File: src/rtl/ext_mem_loader_pkg.sv
// Shared state encoding and address strides for the external memory loader.
package ext_loader_pkg;

  typedef enum logic [2:0] {
    IDLE,
    LOAD,
    RUN,
    DUMP_REQ,
    DUMP_WAIT,
    DUMP_OUT,
    DONE
  } state_t;

  localparam logic [63:0] IMEM_STRIDE = 64'd4;
  localparam logic [63:0] DMEM_STRIDE = 64'd8;

endpackage

File: src/rtl/ext_mem_loader_if.sv
// Program stream, imem/dmem external ports and dump stream between loader and its environment.
interface ext_mem_loader_if;
  logic        prog_valid;
  logic        prog_ready;
  logic [31:0] prog_data;
  logic        prog_last;

  logic [63:0] addr_ext;
  logic        wen_ext;
  logic        ren_ext;
  logic [31:0] wdata_ext;

  logic [63:0] addr_ext_2;
  logic        wen_ext_2;
  logic        ren_ext_2;
  logic [63:0] wdata_ext_2;
  logic [63:0] rdata_ext_2;

  logic        dump_valid;
  logic        dump_ready;
  logic [63:0] dump_data;

  modport master (
    input  prog_valid, prog_data, prog_last, rdata_ext_2, dump_ready,
    output prog_ready, addr_ext, wen_ext, ren_ext, wdata_ext,
           addr_ext_2, wen_ext_2, ren_ext_2, wdata_ext_2, dump_valid, dump_data
  );

  modport slave (
    output prog_valid, prog_data, prog_last, rdata_ext_2, dump_ready,
    input  prog_ready, addr_ext, wen_ext, ren_ext, wdata_ext,
           addr_ext_2, wen_ext_2, ren_ext_2, wdata_ext_2, dump_valid, dump_data
  );
endinterface

File: src/rtl/ext_mem_loader_down_counter.sv
// Loadable down-counter that saturates at zero; shared by the run window and the read-latency wait.
module loader_down_counter #(
  parameter int W = 32
) (
  input  logic         clk,
  input  logic         arst_n,
  input  logic         load,
  input  logic         dec,
  input  logic [W-1:0] load_val,
  output logic         zero
);

  logic [W-1:0] cnt;

  always_ff @(posedge clk or negedge arst_n) begin
    if (!arst_n) begin
      cnt <= '0;
    end else if (load) begin
      cnt <= load_val;
    end else if (dec && cnt != '0) begin
      cnt <= cnt - W'(1);
    end
  end

  assign zero = (cnt == '0);

endmodule

File: src/rtl/ext_mem_loader.sv
// Host-side loader: streams a program into imem, runs the CPU for a set cycle count, then dumps a dmem window.
module ext_mem_loader
  import ext_loader_pkg::*;
#(
  parameter int IMEM_WORDS = 512,
  parameter int RD_LAT     = 1,
  parameter int CYC_W      = 32
) (
  input  logic             clk,
  input  logic             arst_n,
  input  logic             start,
  input  logic [CYC_W-1:0] run_cycles,
  input  logic [63:0]      dump_base,
  input  logic [15:0]      dump_count,
  ext_mem_loader_if.master bus,
  output logic             cpu_enable,
  output logic             busy,
  output logic             done,
  output logic             overflow
);

  localparam int IDX_W = $clog2(IMEM_WORDS + 1);

  state_t           state;
  logic [IDX_W-1:0] widx;
  logic [63:0]      imem_ptr;
  logic [63:0]      dmem_ptr;
  logic [15:0]      remaining;
  logic             wen_q;
  logic [63:0]      addr_q;
  logic [31:0]      wdata_q;
  logic             ren2_q;
  logic [63:0]      addr2_q;
  logic             prog_ready_q;
  logic             dump_valid_q;
  logic [63:0]      dump_data_q;
  logic             cnt_load;
  logic             cnt_dec;
  logic             cnt_zero;
  logic [CYC_W-1:0] cnt_val;

  // The counter holds run_cycles from start until RUN, then is reused for the read latency.
  always_comb begin
    cnt_load = 1'b0;
    cnt_dec  = 1'b0;
    cnt_val  = run_cycles;
    case (state)
      IDLE, DONE:     cnt_load = start;
      RUN, DUMP_WAIT: cnt_dec  = 1'b1;
      DUMP_REQ: begin
        cnt_load = (remaining != 16'd0);
        cnt_val  = CYC_W'(RD_LAT);
      end
      default: ;
    endcase
  end

  loader_down_counter #(.W(CYC_W)) u_cnt (
    .clk      (clk),
    .arst_n   (arst_n),
    .load     (cnt_load),
    .dec      (cnt_dec),
    .load_val (cnt_val),
    .zero     (cnt_zero)
  );

  always_ff @(posedge clk or negedge arst_n) begin
    if (!arst_n) begin
      state        <= IDLE;
      widx         <= '0;
      imem_ptr     <= '0;
      dmem_ptr     <= '0;
      remaining    <= '0;
      wen_q        <= 1'b0;
      addr_q       <= '0;
      wdata_q      <= '0;
      ren2_q       <= 1'b0;
      addr2_q      <= '0;
      prog_ready_q <= 1'b0;
      dump_valid_q <= 1'b0;
      dump_data_q  <= '0;
      cpu_enable   <= 1'b0;
      busy         <= 1'b0;
      done         <= 1'b0;
      overflow     <= 1'b0;
    end else begin
      wen_q  <= 1'b0;
      ren2_q <= 1'b0;
      case (state)
        IDLE, DONE: begin
          if (start) begin
            state        <= LOAD;
            prog_ready_q <= 1'b1;
            busy         <= 1'b1;
            done         <= 1'b0;
            overflow     <= 1'b0;
            widx         <= '0;
            imem_ptr     <= '0;
            dmem_ptr     <= dump_base;
            remaining    <= dump_count;
          end
        end
        LOAD: begin
          if (bus.prog_valid && prog_ready_q) begin
            if (widx < IDX_W'(IMEM_WORDS)) begin
              wen_q    <= 1'b1;
              addr_q   <= imem_ptr;
              wdata_q  <= bus.prog_data;
              imem_ptr <= imem_ptr + IMEM_STRIDE;
              widx     <= widx + IDX_W'(1);
            end else begin
              overflow <= 1'b1;
            end
            if (bus.prog_last) begin
              prog_ready_q <= 1'b0;
              state        <= RUN;
            end
          end
        end
        RUN: begin
          // First RUN cycle overlaps the final imem write, so enable starts one cycle later.
          if (cnt_zero) begin
            cpu_enable <= 1'b0;
            state      <= DUMP_REQ;
          end else begin
            cpu_enable <= 1'b1;
          end
        end
        DUMP_REQ: begin
          if (remaining == 16'd0) begin
            state <= DONE;
            busy  <= 1'b0;
            done  <= 1'b1;
          end else begin
            ren2_q  <= 1'b1;
            addr2_q <= dmem_ptr;
            state   <= DUMP_WAIT;
          end
        end
        DUMP_WAIT: begin
          if (cnt_zero) begin
            dump_data_q  <= bus.rdata_ext_2;
            dump_valid_q <= 1'b1;
            state        <= DUMP_OUT;
          end
        end
        DUMP_OUT: begin
          if (bus.dump_ready) begin
            dump_valid_q <= 1'b0;
            dmem_ptr     <= dmem_ptr + DMEM_STRIDE;
            remaining    <= remaining - 16'd1;
            state        <= DUMP_REQ;
          end
        end
        default: state <= IDLE;
      endcase
    end
  end

  assign bus.prog_ready  = prog_ready_q;
  assign bus.addr_ext    = addr_q;
  assign bus.wen_ext     = wen_q;
  assign bus.ren_ext     = 1'b0;
  assign bus.wdata_ext   = wdata_q;
  assign bus.addr_ext_2  = addr2_q;
  assign bus.wen_ext_2   = 1'b0;
  assign bus.ren_ext_2   = ren2_q;
  assign bus.wdata_ext_2 = '0;
  assign bus.dump_valid  = dump_valid_q;
  assign bus.dump_data   = dump_data_q;

endmodule

File: src/flat_wrapper.sv
// flat-port wrapper written by rule: the top's interface ports become plain ports
module ext_mem_loader_flat import ext_loader_pkg::*;
#(
  parameter int IMEM_WORDS = 512,
  parameter int RD_LAT     = 1,
  parameter int CYC_W      = 32
)
  (clk, arst_n, start, run_cycles, dump_base, dump_count, cpu_enable, busy, done, overflow, bus_prog_valid, bus_prog_data, bus_prog_last, bus_rdata_ext_2, bus_dump_ready, bus_prog_ready, bus_addr_ext, bus_wen_ext, bus_ren_ext, bus_wdata_ext, bus_addr_ext_2, bus_wen_ext_2, bus_ren_ext_2, bus_wdata_ext_2, bus_dump_valid, bus_dump_data);
  ext_mem_loader_if bus_i ();
  input  logic clk;
  input  logic arst_n;
  input  logic start;
  input  logic [CYC_W-1:0] run_cycles;
  input  logic [63:0] dump_base;
  input  logic [15:0] dump_count;
  output logic cpu_enable;
  output logic busy;
  output logic done;
  output logic overflow;
  input wire logic [$bits(bus_i.prog_valid)-1:0] bus_prog_valid;
  input wire logic [$bits(bus_i.prog_data)-1:0] bus_prog_data;
  input wire logic [$bits(bus_i.prog_last)-1:0] bus_prog_last;
  input wire logic [$bits(bus_i.rdata_ext_2)-1:0] bus_rdata_ext_2;
  input wire logic [$bits(bus_i.dump_ready)-1:0] bus_dump_ready;
  output wire logic [$bits(bus_i.prog_ready)-1:0] bus_prog_ready;
  output wire logic [$bits(bus_i.addr_ext)-1:0] bus_addr_ext;
  output wire logic [$bits(bus_i.wen_ext)-1:0] bus_wen_ext;
  output wire logic [$bits(bus_i.ren_ext)-1:0] bus_ren_ext;
  output wire logic [$bits(bus_i.wdata_ext)-1:0] bus_wdata_ext;
  output wire logic [$bits(bus_i.addr_ext_2)-1:0] bus_addr_ext_2;
  output wire logic [$bits(bus_i.wen_ext_2)-1:0] bus_wen_ext_2;
  output wire logic [$bits(bus_i.ren_ext_2)-1:0] bus_ren_ext_2;
  output wire logic [$bits(bus_i.wdata_ext_2)-1:0] bus_wdata_ext_2;
  output wire logic [$bits(bus_i.dump_valid)-1:0] bus_dump_valid;
  output wire logic [$bits(bus_i.dump_data)-1:0] bus_dump_data;
  assign bus_i.prog_valid = bus_prog_valid;
  assign bus_i.prog_data = bus_prog_data;
  assign bus_i.prog_last = bus_prog_last;
  assign bus_i.rdata_ext_2 = bus_rdata_ext_2;
  assign bus_i.dump_ready = bus_dump_ready;
  assign bus_prog_ready = bus_i.prog_ready;
  assign bus_addr_ext = bus_i.addr_ext;
  assign bus_wen_ext = bus_i.wen_ext;
  assign bus_ren_ext = bus_i.ren_ext;
  assign bus_wdata_ext = bus_i.wdata_ext;
  assign bus_addr_ext_2 = bus_i.addr_ext_2;
  assign bus_wen_ext_2 = bus_i.wen_ext_2;
  assign bus_ren_ext_2 = bus_i.ren_ext_2;
  assign bus_wdata_ext_2 = bus_i.wdata_ext_2;
  assign bus_dump_valid = bus_i.dump_valid;
  assign bus_dump_data = bus_i.dump_data;
  ext_mem_loader #(.IMEM_WORDS(IMEM_WORDS), .RD_LAT(RD_LAT), .CYC_W(CYC_W)) u_core (.clk(clk), .arst_n(arst_n), .start(start), .run_cycles(run_cycles), .dump_base(dump_base), .dump_count(dump_count), .bus(bus_i), .cpu_enable(cpu_enable), .busy(busy), .done(done), .overflow(overflow));
endmodule
File: config.mk
export PLATFORM = sky130hd
export DESIGN_NAME = ext_mem_loader_flat
export DESIGN_NICKNAME = d
export VERILOG_FILES = /design/src/rtl/ext_mem_loader_pkg.sv /design/src/rtl/ext_mem_loader_if.sv /design/src/rtl/ext_mem_loader_down_counter.sv /design/src/rtl/ext_mem_loader.sv /design/src/flat_wrapper.sv
export SDC_FILE = /design/constraint.sdc
export NUM_CORES = 1
export LEC_CHECK = 0
export BUFFER_PORTS_ARGS = -buffer_cell sky130_fd_sc_hd__buf_2
export CAP_MARGIN = 15
export CORE_UTILIZATION = 48
export DETAILED_ROUTE_END_ITERATION = 12
export PLACE_DENSITY = 0.74
export REMOVE_ABC_BUFFERS = 1
export SETUP_SLACK_MARGIN = 0.3
export SKIP_LAST_GASP = 1
export SYNTH_ARGS = -nofsm -noshare
export SYNTH_HDL_FRONTEND = slang
export SYNTH_SLANG_ARGS = --single-unit
File: constraint.sdc
create_clock -name clk -period 2.65 [get_ports clk]
set_clock_uncertainty 0.2 [all_clocks]
set_input_delay 0.265 -clock clk [delete_from_list [all_inputs] [get_ports clk]]
set_output_delay 0.265 -clock clk [all_outputs]
set_load 0.01 [all_outputs]
==> impl_metrics.json <==
{
  "status": "finished, violations left",
  "violations": "negative setup slack",
  "start_util": 0.4884,
  "io_buffers": 443,
  "hp-class": "in2reg",
  "layout-drive-gt1-share": 0.3089,
  "rows": 74,
  "slew_violations": 0,
  "worstPathRequired_ns": 2.89,
  "boundaryPins": 512,
  "htreeDepth": 2,
  "cts_tree": "yes",
  "grt-ovfl-total": 0,
  "tns_ns": -7.906,
  "cts.sink_count": 417,
  "async_flop_share": 1.000,
  "finalHoldWorstSlack_ns": 0.02965,
  "syn_area_per_cell_um2": 9.110,
  "dieArea_um2": 42460,
  "vdd_drop_max_uv": 647.1,
  "timing_hold_violations_final": 0,
  "fin_crit_sh": 1.065,
  "drc": 0,
  "ys_warn_count": 0,
  "period_needed_ns": 2.821,
  "vias": 20193,
  "ys_seq_area_frac": 0.5221,
  "coreArea_um2": 40920,
  "cp-end-kind": "register",
  "dp.cells": 3195,
  "wirelength_um": 69620,
  "synth_top_flop_cell": "dfrtp_1",
  "max_stage_delay_ns": 0.56,
  "fin_area_um2": 28830,
  "clock_path_buffers": 3,
  "max_freq_mhz": 354.5,
  "path_cells": "or4_4 -> nor3_4 -> buf_4 -> buf_6 -> buf_6 -> buf_6 -> buf_6 -> buf_6 -> nand4_1 -> a21o_4 -> buf_4 -> o21ai_2 -> a41oi_1",
  "pre_cts_ws_ns": -0.07867,
  "busiest_layer": "met2",
  "synth-edff-count": 0,
  "numCtsBuffers": 44,
  "via_per_inst": 5.688,
  "cts_root_buf": "clkbuf_16",
  "crit_family": "simple AND/OR/NAND/NOR gates",
  "grt_setup_unrepaired": "yes",
  "final_common_cell": "nand2_1",
  "cp_num_cells": 13,
  "grt.total_usage": 0.3057,
  "power-per-cell-area_nw_per_um2": 929.4,
  "grt_use_met2": 0.5084,
  "fin_cells": 3550,
  "die_h_um": 206.1,
  "finalWorstSetupSlack_ns": -0.1709,
  "fin_nets": 3199,
  "crit_buf_inv": 7,
  "met3_usage": 0.07064,
  "placed_area_um2": 23510,
  "cap_violations": 0,
  "critPathKind": "reg2reg",
  "crit_arrival_ns": 3.06,
  "cp_slowest_cell": "or4_4",
  "syn_area_um2": 19990,
  "hpwl_um": 41560,
  "clk_pin_slew_ns": 0.06,
  "maxSlewHeadroom": 0.4857,
  "gp_congestion": 0.8825,
  "tightest_slew_ns": 0.7656,
  "grt_pass1_vias": 19700,
  "p_leak_uw": 0.01401,
  "use_met1": 0.3776,
  "holdPathStages": 4,
  "syn2layout_area_growth_pct": 44.23,
  "clock_latency_ns": 0.58,
  "grt_max_degree": 86,
  "ys_types": 87,
  "r2r_cells": 13,
  "die_w_um": 206.1,
  "critPathLaunchType": "register",
  "drt_iter0_markers": 1910,
  "ys_ff_latch": 417,
  "grt_pass1_wl_um": 103300,
  "post_drt_wl_per_cell_um": 19.61,
  "ant_nets": 0,
  "cp_max_fo": 6,
  "mostFrequentLayoutCells": "565 x nand2_1, 442 x buf_2, 413 x dfrtp_1, 210 x dlygate4sd3_1, 155 x nor2_1",
  "synthCells": 2194,
  "setup_viol": 93,
  "antenna_found_initial": 8,
  "crit_top_cell": "buf_6",
  "first_pass_iters": 7
}
==> per-layer routing <==
layer,vias to the layer above,part of all wire
met5,-,0.00024
met3,254,0.088
met2,1089,0.49
met1,9853,0.38
met4,2,0.049
li1,8995,-
==> what timing repair did <==
action,4_1_cts,5_1_grt
cloned,5,5
gates resized for setup,128,155
endpoints found under the hold margin,290,0
pin swaps,37,71
endpoints found under the setup margin,213,255
hold buffers,210,0
buffers inserted,29,22
==> logic make-up (layout without fill, tap and decap cells) <==
| logic type | after synthesis | count (layout) | share of synthesized area |
|---|---|---|---|
| AOI/OAI and AO/OA | 331 | 332 | 0.1017 |
| xor gates and xnor gates | 78 | 78 | 0.03418 |
| adders and majority gates | 5 | 5 | 0.003130 |
| buffers and inverters | 216 | 963 | 0.05546 |
| DFF | 417 | 417 | 0.5221 |
| muxes | 72 | 72 | 0.04032 |
| other | 1 | 75 | 0.0001876 |
| and+or+nand+nor | 1074 | 1076 | 0.2429 |
==> Yosys cell counts, drive strengths merged, types with 6 or more instances <==
master,instances,area share
inv,28,0.0053
o22a,6,0.0026
xnor2,48,0.021
or3,20,0.0063
and2,7,0.0022
or2,12,0.0038
nor2,168,0.032
o21ai,108,0.027
or4,11,0.0041
o22ai,17,0.0053
dfrtp,417,0.52
nor3,47,0.012
and4,12,0.0053
nand4,50,0.016
nand2,577,0.11
clkbuf,95,0.018
a31o,6,0.0026
a211oi,6,0.0023
mux2,68,0.038
a21oi,98,0.025
a22oi,8,0.0033
nor4,38,0.013
nand2b,7,0.0022
buf,93,0.032
nand3,71,0.018
xor2,30,0.013
and3,29,0.0091
nor3b,7,0.0026
a2bb2oi,10,0.0044
a31oi,15,0.0047
==> stage by stage <==
| stage | total power [uW] | util |
|---|---|---|
| floorplan | 14330 | - |
| global placement | 18070 | 0.5745 |
| detailed placement | 18370 | 0.5745 |
| CTS | 25570 | 0.6808 |
| global route | 28240 | 0.7044 |
| finish | 26790 | 0.7044 |
==> path summary, 6_finish.rpt <==
kind | slack (ns) | from | to
min in group asynchronous | 0.13 | arst_n | u_core.bus.wdata_ext[3]$_DFFE_PN0P_
setup / recovery | -0.17 | u_core.u_cnt.cnt[16]$_DFFE_PN0P_ | u_core.u_cnt.cnt[10]$_DFFE_PN0P_
setup reg to reg | -0.17 | u_core.u_cnt.cnt[16]$_DFFE_PN0P_ | u_core.u_cnt.cnt[10]$_DFFE_PN0P_
hold reg to reg | 0.27 | u_core.bus.wdata_ext[21]$_DFFE_PN0P_ | u_core.bus.wdata_ext[21]$_DFFE_PN0P_
max in group asynchronous | 1.37 | arst_n | u_core.remaining[6]$_DFFE_PN0P_
hold / removal | 0.03 | dump_base[47] | u_core.dmem_ptr[47]$_DFFE_PN0P_
==> flip-flops by register name, summed over array words and instances, names as in the netlist, 3 cells and up <==
register               count
u_core.imem_ptr           62
u_core.u_cnt.cnt          32
u_core.widx               10
u_core.bus.wdata_ext      32
u_core.dmem_ptr           64
u_core.bus.addr_ext_2     64
u_core.remaining          16
u_core.state               3
u_core.bus.dump_data      64
u_core.bus.addr_ext       62
==> where the power goes <==
| part | internal (uW) | switching [uW] | total [uW] |
|---|---|---|---|
| logic | 4600 | 6360 | 11000 |
| clock network | 3600 | 2640 | 6240 |
| registers | 8080 | 1510 | 9590 |
| total | 16300 | 10500 | 26800 |
==> tightest hold or removal path, cell delays in order <==
cell      delay, ns
buf_2          0.08
or3_1          0.09
o21ai_0        0.08
a311oi_1       0.22
==> cell type report <==
class / instances / area (um^2)
Clock buffer: 64 / 1296
Sequential cell: 417 / 10440
Tap cell: 532 / 665.6
Timing Repair Buffer: 858 / 6395
Multi-Input combinational cell: 1631 / 9753
Clock inverter: 13 / 148.9
Inverter: 28 / 110.1
Antenna cell: 7 / 17.52
Fill cell: 2808 / 12100
Power figures use the tool's default switching activity.
